`config.mk`:
```
export PLATFORM = sky130hd
export DESIGN_NAME = seg7_scan
export DESIGN_NICKNAME = d
export VERILOG_FILES = /design/src/rtl/seg7_pkg.sv /design/src/rtl/seg7_font.sv /design/src/rtl/seg7_scan.sv
export SDC_FILE = /design/constraint.sdc
export NUM_CORES = 1
export LEC_CHECK = 0
export ABC_AREA = 0
export CAP_MARGIN = 20
export CORE_ASPECT_RATIO = 0.75
export CORE_MARGIN = 2
export CORE_UTILIZATION = 34
export DETAILED_ROUTE_END_ITERATION = 16
export PLACE_DENSITY_LB_ADDON = 0.12
export SYNTH_ARGS = -nofsm -noshare
export SYNTH_HDL_FRONTEND = slang
export SYNTH_SLANG_ARGS = --single-unit
export TNS_END_PERCENT = 100
```
`constraint.sdc`:
```
create_clock -name clk -period 2.1 [get_ports clk]
set_clock_uncertainty 0.05 [all_clocks]
set_input_delay 0.42 -clock clk [delete_from_list [all_inputs] [get_ports clk]]
set_output_delay 0.42 -clock clk [all_outputs]
set_load 0.05 [all_outputs]
```
`src/rtl/seg7_pkg.sv`:
```
// seg7_pkg: shared constants and types for the seven-segment scan driver.
//   SEG_BLANK / SEG_DASH / SEG_E / SEG_R : fixed glyphs, active-low {g,f,e,d,c,b,a}
//   AN_OFF                               : all anodes off (active-low)
//   snap_t / SNAP_RESET                  : per-frame input snapshot and its reset value
//   hex_font()                           : nibble -> active-low hex glyph (0-9, A, b, C, d, E, F)
package seg7_pkg;

  localparam logic [6:0] SEG_BLANK = 7'b1111111;
  localparam logic [6:0] SEG_DASH  = 7'b0111111;
  localparam logic [6:0] SEG_E     = 7'b0000110;
  localparam logic [6:0] SEG_R     = 7'b0101111;
  localparam logic [3:0] AN_OFF    = 4'b1111;

  typedef struct packed {
    logic [15:0] value;
    logic [6:0]  size;
    logic        empty;
    logic        error;
    logic        show_size;
  } snap_t;

  // After reset the display reads as an empty stack.
  localparam snap_t SNAP_RESET = '{value: 16'h0000, size: 7'h00, empty: 1'b1,
                                   error: 1'b0, show_size: 1'b0};

  function automatic logic [6:0] hex_font(input logic [3:0] nib);
    logic [6:0] s;
    case (nib)
      4'h0:    s = 7'b1000000;
      4'h1:    s = 7'b1111001;
      4'h2:    s = 7'b0100100;
      4'h3:    s = 7'b0110000;
      4'h4:    s = 7'b0011001;
      4'h5:    s = 7'b0010010;
      4'h6:    s = 7'b0000010;
      4'h7:    s = 7'b1111000;
      4'h8:    s = 7'b0000000;
      4'h9:    s = 7'b0010000;
      4'hA:    s = 7'b0001000;
      4'hB:    s = 7'b0000011;
      4'hC:    s = 7'b1000110;
      4'hD:    s = 7'b0100001;
      4'hE:    s = 7'b0000110;
      default: s = 7'b0001110;
    endcase
    return s;
  endfunction

endpackage

```
`src/rtl/seg7_font.sv`:
```
// seg7_font: combinational hex font lookup.
//   nib : 4-bit nibble to display
//   seg : active-low segment pattern {g,f,e,d,c,b,a}
module seg7_font
  import seg7_pkg::*;
(
  input  logic [3:0] nib,
  output logic [6:0] seg
);

  assign seg = hex_font(nib);

endmodule

```
`src/rtl/seg7_scan.sv`:
```
// seg7_scan: multiplexed 4-digit common-anode seven-segment driver.
// Inputs are snapshotted once per scan frame (at the end of digit 3) so a
// frame never mixes old and new data.
//   clk, rst_n      : clock, asynchronous active-low reset
//   value[15:0]     : value shown as 4 hex digits
//   size[6:0]       : stack size, shown when show_size=1
//   empty, error    : stack empty / calculator error flags
//   show_size       : 1 = size view, 0 = value view
//   an[3:0]         : active-low anodes, an[0] = rightmost digit
//   seg[6:0]        : active-low segments {g,f,e,d,c,b,a}
//   dp              : active-low decimal point
// Optional build macro SEG7_BLINK_EN: error glyphs blink, off for the upper
// half of every 2^BLINK_W frames.
module seg7_scan
  import seg7_pkg::*;
#(
  parameter int DIV_W   = 16,
  parameter int BLINK_W = 6
) (
  input  logic        clk,
  input  logic        rst_n,
  input  logic [15:0] value,
  input  logic [6:0]  size,
  input  logic        empty,
  input  logic        error,
  input  logic        show_size,
  output logic [3:0]  an,
  output logic [6:0]  seg,
  output logic        dp
);

  logic [DIV_W-1:0] pcnt;
  logic [1:0]       dig;
  snap_t            snap;
  logic             tick;
  logic             frame_end;

  assign tick      = &pcnt;
  assign frame_end = tick && (dig == 2'd3);

  always_ff @(posedge clk or negedge rst_n) begin
    if (!rst_n) begin
      pcnt <= '0;
      dig  <= 2'd0;
      snap <= SNAP_RESET;
    end else begin
      pcnt <= pcnt + DIV_W'(1);
      if (tick) dig <= dig + 2'd1;
      if (frame_end) begin
        snap <= '{value: value, size: size, empty: empty,
                  error: error, show_size: show_size};
      end
    end
  end

  logic blink_off;

`ifdef SEG7_BLINK_EN
  // Free-running frame counter; deliberately not cleared when error rises.
  logic [BLINK_W-1:0] fcnt;

  always_ff @(posedge clk or negedge rst_n) begin
    if (!rst_n) begin
      fcnt <= '0;
    end else if (frame_end) begin
      fcnt <= fcnt + BLINK_W'(1);
    end
  end

  assign blink_off = snap.error && fcnt[BLINK_W-1];
`else
  // Steady error glyphs; BLINK_W only matters in the blinking build.
  assign blink_off = (BLINK_W < 0);
`endif

  // Glyph selection for the digit currently being scanned.
  logic [3:0] nib;
  logic       use_font;
  logic [6:0] glyph;
  logic       dp_next;
  logic [6:0] font_seg;
  logic [6:0] seg_next;
  logic [3:0] an_next;

  always_comb begin
    nib      = 4'h0;
    use_font = 1'b0;
    glyph    = SEG_BLANK;
    dp_next  = 1'b1;
    if (snap.error) begin
      case (dig)
        2'd3:       glyph = SEG_E;
        2'd2, 2'd1: glyph = SEG_R;
        default:    glyph = SEG_BLANK;
      endcase
    end else if (snap.empty) begin
      glyph = SEG_DASH;
    end else if (snap.show_size) begin
      case (dig)
        2'd0: begin
          nib      = snap.size[3:0];
          use_font = 1'b1;
          dp_next  = 1'b0;
        end
        2'd1: begin
          nib      = {1'b0, snap.size[6:4]};
          use_font = 1'b1;
        end
        default: glyph = SEG_BLANK;
      endcase
    end else begin
      use_font = 1'b1;
      case (dig)
        2'd0:    nib = snap.value[3:0];
        2'd1:    nib = snap.value[7:4];
        2'd2:    nib = snap.value[11:8];
        default: nib = snap.value[15:12];
      endcase
    end
  end

  seg7_font u_font (
    .nib (nib),
    .seg (font_seg)
  );

  assign seg_next = use_font ? font_seg : glyph;
  assign an_next  = blink_off ? AN_OFF : ~(4'b0001 << dig);

  // Registered outputs: one cycle behind dig and the snapshot.
  always_ff @(posedge clk or negedge rst_n) begin
    if (!rst_n) begin
      an  <= AN_OFF;
      seg <= SEG_BLANK;
      dp  <= 1'b1;
    end else begin
      an  <= an_next;
      seg <= seg_next;
      dp  <= dp_next;
    end
  end

endmodule

```
* Word level (Yosys, flattened, before mapping) *
Memory sizes are Yosys's and may differ from the RTL's.
Index checks and enable logic that the tools add are counted.

word-level totals
  latch bits = 0
  bits in writable memories = 0
  memories = 1
  output and inout bits = 12
  flip-flop bits (word level) = 56
  bits in read-only memories = 112

operators by class
  reductions and logical operators = 5
  muxes and demuxes = 17
  equal/unequal tests = 3
  shift-type cells = 1
  div/mod/pow operators = 0
  $lt $le $gt $ge = 0
  multipliers = 0
  $add $sub $neg = 2
  bitwise logic cells = 1

memory list
  memory           depth  width  rd ports  clocked after memory_dff  write ports  line            source
  (no name shown)  16     7      1         0                         0            seg7_pkg.sv:28  case (nib)

operator list
  cell                   number
  $mux 7                 3
  $add 16x1->16 const B  1
  $reduce_and 16->1      1
  $pmux 7 s2             1
  $mux 4                 3
  $pmux 4 s3             1
  $mux 1                 8
  $pmux 4 s2             1
  $eq 2x2->1 const B     2
  $not 4->4              1
  $reduce_or 2->1        2
  $shl 1x2->4 const A    1
  $add 2x1->2 const B    1
  $eq 2x1->1 const B     1
  $logic_not 2->1        1
  $logic_and 1x1->1      1

* Longest topological paths before layout *
Gate-level depths: netlist (run 1).

  word-level depth = 7
  depth in mapped cells = 11
  depth with buffers taken out = 10

* Cells and area by module *
From an unflattened synthesis (run 1), not the netlist that was laid out.

unflattened totals
  cells, all modules = 224
  area, all modules = 2782.7 um2

by module, submodules not included
  module     area an instance (um2)  sequential area each (um2)  times used  cells each
  seg7_scan  2507.4                  1417.6                      1           192
  seg7_font  275.3                   0.0                         1           32

* Worst setup path after synthesis (run 1) *
OpenSTA, ideal clock, no wires.

  path kind = register to register
  start point = register dig[0]
  end point = register seg[3]
  buffers on the path = 1
  arrival = 2061 ps
  setup slack = -109 ps
  stages on the path, launching flop included = 12
  path through = dfrtp_1 > inv_1 > ha_1 > buf_2 > a22oi_1 > a32oi_1 > o211ai_1 > inv_1 > ha_1 > inv_1 > o2111a_1 > a221oi_1

between the ends
  cells in the longest elaborated chain, start to end = 7
  elaborated cells on any way between the ends = 19

ends and longest elaborated chain
  item                                           line                               source
  from (decl)                                    seg7_scan.sv:33                    logic [1:0] dig;
  from (signal assigned)                         seg7_scan.sv:48                    if (tick) dig <= dig + 2'd1;
  $eq 2x2->1 (tied with other cells)             seg7_scan.sv:91, seg7_scan.sv:113
  $pmux 4 s3 (tied with other cells)             seg7_scan.sv:113                   case (dig)
  $mux 4 / $mux 1 (equally long branches)        seg7_scan.sv:98, seg7_scan.sv:99
  $mux 4 / $mux 1 (equally long branches)        seg7_scan.sv:96, seg7_scan.sv:98
  $mux 4 / $mux 1 (equally long branches)        seg7_scan.sv:90, seg7_scan.sv:96
  $mem_v2 16x7 / $mux 1 (equally long branches)  -
  $mux 7 (*)                                     seg7_scan.sv:127                   assign seg_next = use_font ? font_seg : glyph;
  named net seg_next[3]                          seg7_scan.sv:82                    logic [6:0] seg_next;
  to (signal assigned)                           seg7_scan.sv:138                   seg <= seg_next;
  to (decl)                                      seg7_scan.sv:28                    output logic [6:0] seg,

The timed path passes the listed nets; every way through them passes the cells marked *.
A chain may end at the register's enable or synchronous reset.

* Worst setup path after layout (run 1) *
Same ends and word-level chain as after synthesis.

==> flow_metrics.env, run 1 <==
export IMPL_status="finished with violations"
export IMPL_failed_checks="setup timing"
export IMPL_place_congestion=0.842
export IMPL_rows=27
export IMPL_critPathRequiredTime_ns=2.27
export IMPL_p_leak_nw=1.51
export IMPL_critPathLaunchType="flop"
export IMPL_port_buffer_count=39
export IMPL_syn_inst=217
export IMPL_yosysSeqAreaShare_pct=53.7
export IMPL_tightest_slew_ns=0.422
export IMPL_critPathArrivalTime_ns=2.33
export IMPL_core_area_um2=7430
export IMPL_synth_seq_cells=56
export IMPL_avgSynthCellArea_um2=12.2
export IMPL_drtAntennaViolNets=0
export IMPL_critical_path_max_stage_delay_ns=0.44
export IMPL_period_needed_ns=2.17
export IMPL_drv_slew=0
export IMPL_remaining_drc_errors=0
export IMPL_worst_slack_ns=-0.0669
export IMPL_timing_fmax_ghz=0.461
export IMPL_hold_viol_final=0
export IMPL_die_y_um=80.3
export IMPL_slowest_stage="dfrtp_2"
export IMPL_multi_input_area_um2=1250
export IMPL_grt_util_all_layers_pct=13.6
export IMPL_cts_htree_levels=2
export IMPL_die_w_um=106
export IMPL_end_kind="flop"
export IMPL_vias_per_cell=4.70
export IMPL_rsz0062_at_grt="true"
export IMPL_async_reset_ff_share_pct=100
export IMPL_cts_clk_slew_worst_paths_ns=0.10
export IMPL_crit_type="reg -> reg"
export IMPL_seq_area_um2=1420
export IMPL_nets=326
export IMPL_ys_warn_count=0
export IMPL_cts_buffer_depth=2
export IMPL_path_delay_family="compound AO/OA/AOI/OAI gates"
export IMPL_antenna_found_initial=0
export IMPL_firstDrtPassIters=4
export IMPL_yosysTopAreaCellShare_pct=40.7
export IMPL_io_pins=40
export IMPL_hold_class="in -> async"
export IMPL_synthDistinctLibCells=40
export IMPL_wire_per_inst_um=14.5
export IMPL_slew_headroom_pct=71.7
export IMPL_path_max_fanout=4
export IMPL_synth_common_cells="dfrtp_1, mux2_2, nand2_1"
export IMPL_grt_overflow=0
export IMPL_netlist_area_um2=2640
export IMPL_cts_sinks=56
export IMPL_peakVddDrop_mv=0.306
export IMPL_placed_area_um2=3270
export IMPL_yosysMostFrequentCell="dfrtp_1"
export IMPL_syn_to_final_growth_pct=35.6
export IMPL_startpoint="dig[0]"
export IMPL_final_cell_area_um2=3580
export IMPL_worstPathCellList="inv_4 -> ha_4 -> buf_4 -> buf_4 -> a22oi_2 -> nand3_1 -> nand3_2 -> buf_6 -> ha_4 -> inv_1 -> o2111a_1 -> a221oi_2"
export IMPL_yosysTopAreaCell="dfrtp_1"
export IMPL_power_density_nw_per_um2=590
export IMPL_ys_top_cells_by_area="dfrtp_1, dfstp_2, mux2_2, ha_1, xnor2_1"
export IMPL_synthFlopType="dfrtp_1"
export IMPL_grt_max_degree=57
export IMPL_tritoncts="built"
export IMPL_start_util_pct=35.5
export IMPL_worst_r2r_startpoint="dig[0]"
export IMPL_cts_root_buf="clkbuf_8"
export IMPL_clock_latency_ns=0.30
export IMPL_grt_pass1_wl_mm=8.97
export IMPL_vias=1820
export IMPL_drive_gt1_share_pct=40.6
export IMPL_setup_viol=3
export IMPL_holdWs_ns=0.0431
export IMPL_dp_final_hpwl_mm=4.07
export IMPL_numCtsBuffers=5
export IMPL_syn_nets=258
export IMPL_period_share_pct=103
export IMPL_cap_viol_max_count=0
export IMPL_routed_wirelength_mm=5.63
export IMPL_synth_edf_count=0
export IMPL_antenna_cells=0
export IMPL_detail_route_iter0_violations=82
export IMPL_n_fill_cell=707
export IMPL_crit_buf_inv=5
export IMPL_design_die_area_um2=8500
export IMPL_first_global_vias=1752
-- cells by family after synthesis --
kind of cell / Yosys count / share of synthesized area, %
buf+inv: 20 / 4.17
mux: 29 / 12.3
simple gates: 53 / 10.0
flops: 56 / 53.7
xor+xnor: 16 / 5.31
compound gates: 30 / 8.43
fa+ha+maj: 13 / 6.16
-- per-layer routing --
layer | track usage [%] | vias to the layer above | wire, um
li1 | - | 904 | -
met1 | 20.9 | 881 | 2950
met2 | 19.2 | 33 | 2400
met3 | 3.17 | 2 | 247
met4 | 2.50 | 0 | 24
met5 | 0 | - | 0
-- path summary, 6_finish.rpt --
path / end / slack [ns] / cells past startpoint
max in group asynchronous: seg[3] / 1.65 / 2
hold reg to reg: pcnt[5] / 0.43 / 1
setup / recovery: seg[3] / -0.07 / 12
setup reg to reg: seg[3] / -0.07 / 12
min in group clk: pcnt[5] / 0.43 / 1
hold / removal: pcnt[7] / 0.04 / 2
-- timing repair --
item / CTS / global route
setup endpoints to repair: 6 / 23
endpoints found under the hold margin: 0 / 0
pin swaps: 6 / 7
setup buffers: 3 / 4
gates resized for setup: 7 / 21
hold buffers: 0 / 0
-- state kept, by name, summed over array words and instances, names as in the netlist --
register / cells
snap: 26
dig: 2
dp: 1
an: 4
seg: 7
pcnt: 16
-- area by class of cell --
class | count | area share (%)
inverter | 13 | 1.43
tap | 101 | 3.53
clock buffer | 6 | 2.03
sequential | 56 | 39.6
clock inverter | 2 | 1.08
multi-input combinational | 141 | 34.8
timing repair buffer | 68 | 17.5
-- through the flow --
stage | TNS [ns] | utilization (%) | std cells | setup WS (ns) | power [mW]
2_1_floorplan | 0 | - | 217 | 0.0121 | 1.28
4_1_cts | -0.137 | 46.5 | 383 | -0.0468 | 2.12
5_1_grt | -0.768 | 48.2 | 387 | -0.171 | 2.21
3_3_place_gp | -0.0579 | 44.0 | 372 | -0.0379 | 1.40
6_report | -0.0875 | 48.2 | 387 | -0.0669 | 2.11
3_5_place_dp | -0.181 | 44.0 | 372 | -0.100 | 1.40
-- where the power goes --
part | switching (mW) | internal [mW] | total [mW]
Sequential | 0.0245 | 1.12 | 1.15
Clock | 0.350 | 0.361 | 0.711
Combinational | 0.127 | 0.127 | 0.255
Total | 0.502 | 1.61 | 2.11
-- cells in the final DEF (no fill, tap or decap), types with 2 or more instances in the layout --
cell / instances
buf_4: 36
a31oi_1: 2
o21a_1: 2
mux2_2: 27
nand3_2: 2
nor2_1: 7
ha_2: 2
inv_1: 10
dfrtp_1: 42
nand2_1: 16
xnor2_1: 12
a21oi_1: 4
o221ai_1: 2
clkbuf_8: 5
nand3_1: 11
dfstp_2: 13
ha_1: 6
mux2i_1: 2
o211ai_1: 2
a22oi_1: 3
xor2_1: 4
ha_4: 5
nand4_1: 6
inv_2: 2
buf_12: 4
clkdlybuf4s50_1: 26
a22oi_2: 4
No activity file was read; power rests on OpenSTA's default activity.
==> run 2: changes to the inputs <==
Settings changed: HOLD_SLACK_MARGIN set to 0.03, TNS_END_PERCENT 100 to 50.
==> results of run 2 <==
Final layout, timing and power as in run 1 (identical DEF).
==> run 3: changes to the inputs <==
Settings changed: CORE_MARGIN 2 to 10, CORE_UTILIZATION 34 to 30.
==> run 3 against run 2 <==
The flow still finishes with violations (setup timing). First-iteration DRC count down 16%. Critical path type unchanged. Utilization down 6.0 points. Worst setup slack improved by 0.047 ns. Via count is essentially flat. Fmax is 2.2% higher. Combinational power about the same. Highest routed layer unchanged. Sequential share of layout area shrank 0.17 points. Register-to-register slack improved by 0.05 ns.
==> flow_metrics.env, run 3 (same netlist as run 1, synthesis figures left out) <==
export IMPL_hold_viol_final=0
export IMPL_cts_root_buf="clkbuf_16"
export IMPL_cpMostUsedCell="inv_2"
export IMPL_power_density_nw_per_um2=666
export IMPL_dp_final_hpwl_mm=4.54
export IMPL_power_frac_comb_pct=10.6
export IMPL_switching_power_uw=521
export IMPL_worst_r2r_startpoint="dig[1]"
export IMPL_timing_fmax_ghz=0.472
export IMPL_clock_latency_ns=0.29
export IMPL_dp_slack_ns=-0.0843
export IMPL_met2_length_mm=2.67
export IMPL_r2r_setup_slack_ns=-0.02
export IMPL_firstDrtPassIters=4
export IMPL_period_needed_ns=2.12
export IMPL_start_util_pct=31.0
export IMPL_numCtsBuffers=5
export IMPL_design_die_area_um2=13000
export IMPL_slowest_stage="dfrtp_1"
export IMPL_antenna_cells=0
export IMPL_p_clk_share_pct=41.7
export IMPL_n_fill_cell=796
export IMPL_routed_wirelength_mm=6.09
export IMPL_grt_overflow=0
export IMPL_first_global_vias=1931
export IMPL_nets=327
export IMPL_dp_cells=381
export IMPL_crit_type="reg -> reg"
export IMPL_grt_pass1_wl_mm=10.0
export IMPL_hold_class="in -> async"
export IMPL_path_max_fanout=6
export IMPL_grt_max_degree=32
export IMPL_cap_viol_max_count=0
export IMPL_top_register="snap"
export IMPL_dr_max_layer_used="met4"
export IMPL_fin_cells=395
export IMPL_tns_ns=-0.0203
export IMPL_tightest_slew_ns=0.456
export IMPL_tritoncts="built"
export IMPL_antenna_found_initial=0
export IMPL_die_w_um=128
export IMPL_drive_gt1_share_pct=39.7
export IMPL_cts_buffer_depth=2
export IMPL_critPathRequiredTime_ns=2.26
export IMPL_die_y_um=101
export IMPL_drv_slew=0
export IMPL_cts_htree_levels=2
export IMPL_reg_largest_list="snap: 26 flops, pcnt: 16 flops, seg: 7 flops"
export IMPL_seq_power_share_pct=47.7
export IMPL_critPathArrivalTime_ns=2.28
export IMPL_critical_path_max_stage_delay_ns=0.42
export IMPL_placed_area_um2=3300
export IMPL_worst_slack_ns=-0.0203
export IMPL_syn_to_final_growth_pct=36.2
export IMPL_utilization_pct=42.2
export IMPL_end_kind="flop"
export IMPL_remaining_drc_errors=0
export IMPL_setup_viol=1
export IMPL_layout_common_cells="dfrtp_1, buf_4, mux2_2, clkdlybuf4s50_1, nand2_1"
export IMPL_core_area_um2=8530
export IMPL_worstPathCellList="inv_2 -> ha_4 -> a22oi_2 -> a32oi_1 -> o211ai_1 -> inv_1 -> ha_2 -> inv_2 -> o2111a_1 -> a221oi_2"
export IMPL_final_cell_area_um2=3600
export IMPL_p_leak_nw=1.54
export IMPL_met3_length_um=276
export IMPL_rsz0062_at_grt="true"
export IMPL_p_int_mw=1.88
export IMPL_timing_rr_end="seg[3]"
export IMPL_critPathLaunchType="flop"
export IMPL_place_congestion=0.762
export IMPL_peakVddDrop_mv=0.297
export IMPL_holdWs_ns=0.0147
export IMPL_p_total_mw=2.40
export IMPL_slew_headroom_pct=69.6
export IMPL_vias_per_cell=4.61
export IMPL_vias=1821
export IMPL_wire_per_inst_um=15.4
export IMPL_final_common_cell="dfrtp_1"
export IMPL_cts_sinks=56
export IMPL_worst_r2r_path_depth=10
export IMPL_drtAntennaViolNets=0
export IMPL_cts_clk_slew_worst_paths_ns=0.07
export IMPL_largest_register_ffs=26
export IMPL_grt_util_all_layers_pct=9.57
export IMPL_failed_checks="setup timing"
export IMPL_rows=29
export IMPL_met1Wirelength_mm=3.10
export IMPL_port_buffer_count=39
export IMPL_period_share_pct=101
export IMPL_switching_share_pct=21.7
export IMPL_detail_route_iter0_violations=69
export IMPL_io_pins=40
export IMPL_status="finished with violations"
run 3: cell types whose count changed in the layout (fill, tap and decap cells not counted), sizes merged:
cell    change
clkbuf      +1
inv         -1
buf         +1
run 3: what timing repair did:
| item | 4_1_cts | 5_1_grt |
|---|---|---|
| resized for setup | 9 | 9 |
| hold buffers | 0 | 0 |
| setup endpoints to repair | 5 | 7 |
| buffers inserted | 4 | 2 |
| cloned | 0 | 0 |
| pin swaps | 3 | 4 |
run 3: worst max path at each step:
| stage | slack (ns) | to | startpoint |
|---|---|---|---|
| 2_1_floorplan | 0.01 | seg[3] | dig[0] |
| 3_3_place_gp | -0.05 | seg[4] | dig[0] |
| 3_5_place_dp | -0.08 | seg[2] | dig[1] |
| 4_1_cts | -0.02 | seg[3] | dig[0] |
| 5_1_grt | -0.16 | seg[3] | dig[1] |
| 6_report | -0.02 | seg[3] | dig[1] |
run 3: final cells by class:
class                           count  area, um^2  share of cell area [%]
Sequential cell                    56        1420                    39.4
Multi-Input combinational cell    141        1210                    33.5
Timing Repair Buffer               69         606                    16.8
Clock buffer                        7         153                    4.24
Tap cell                          108         135                    3.76
Inverter                           13        48.8                    1.36
Clock inverter                      1        30.0                   0.835
run 3: power by group through the flow:
stage          combinational [mW]  clock, mW  sequential (mW)
2_1_floorplan              0.0826          0             1.19
3_3_place_gp                0.243          0             1.17
3_5_place_dp                0.244          0             1.16
4_1_cts                     0.247       1.03             1.14
5_1_grt                     0.278       1.08             1.15
6_report                    0.253       1.00             1.14
run 3: layer usage:
metal  track usage (%)  vias up
met3              2.82        5
met1              13.5      886
met2              13.8       28
met5                 0        -
met4              2.59        0
li1                  -      902
run 3: worst max-delay path, delay by kind of cell, from the launching register on:
kind                       cells  cell delay [ns]
DFF                            1             0.42
buffers and inverters          3             0.31
adders and majority gates      2             0.38
AOI/OAI and AO/OA              5             0.86
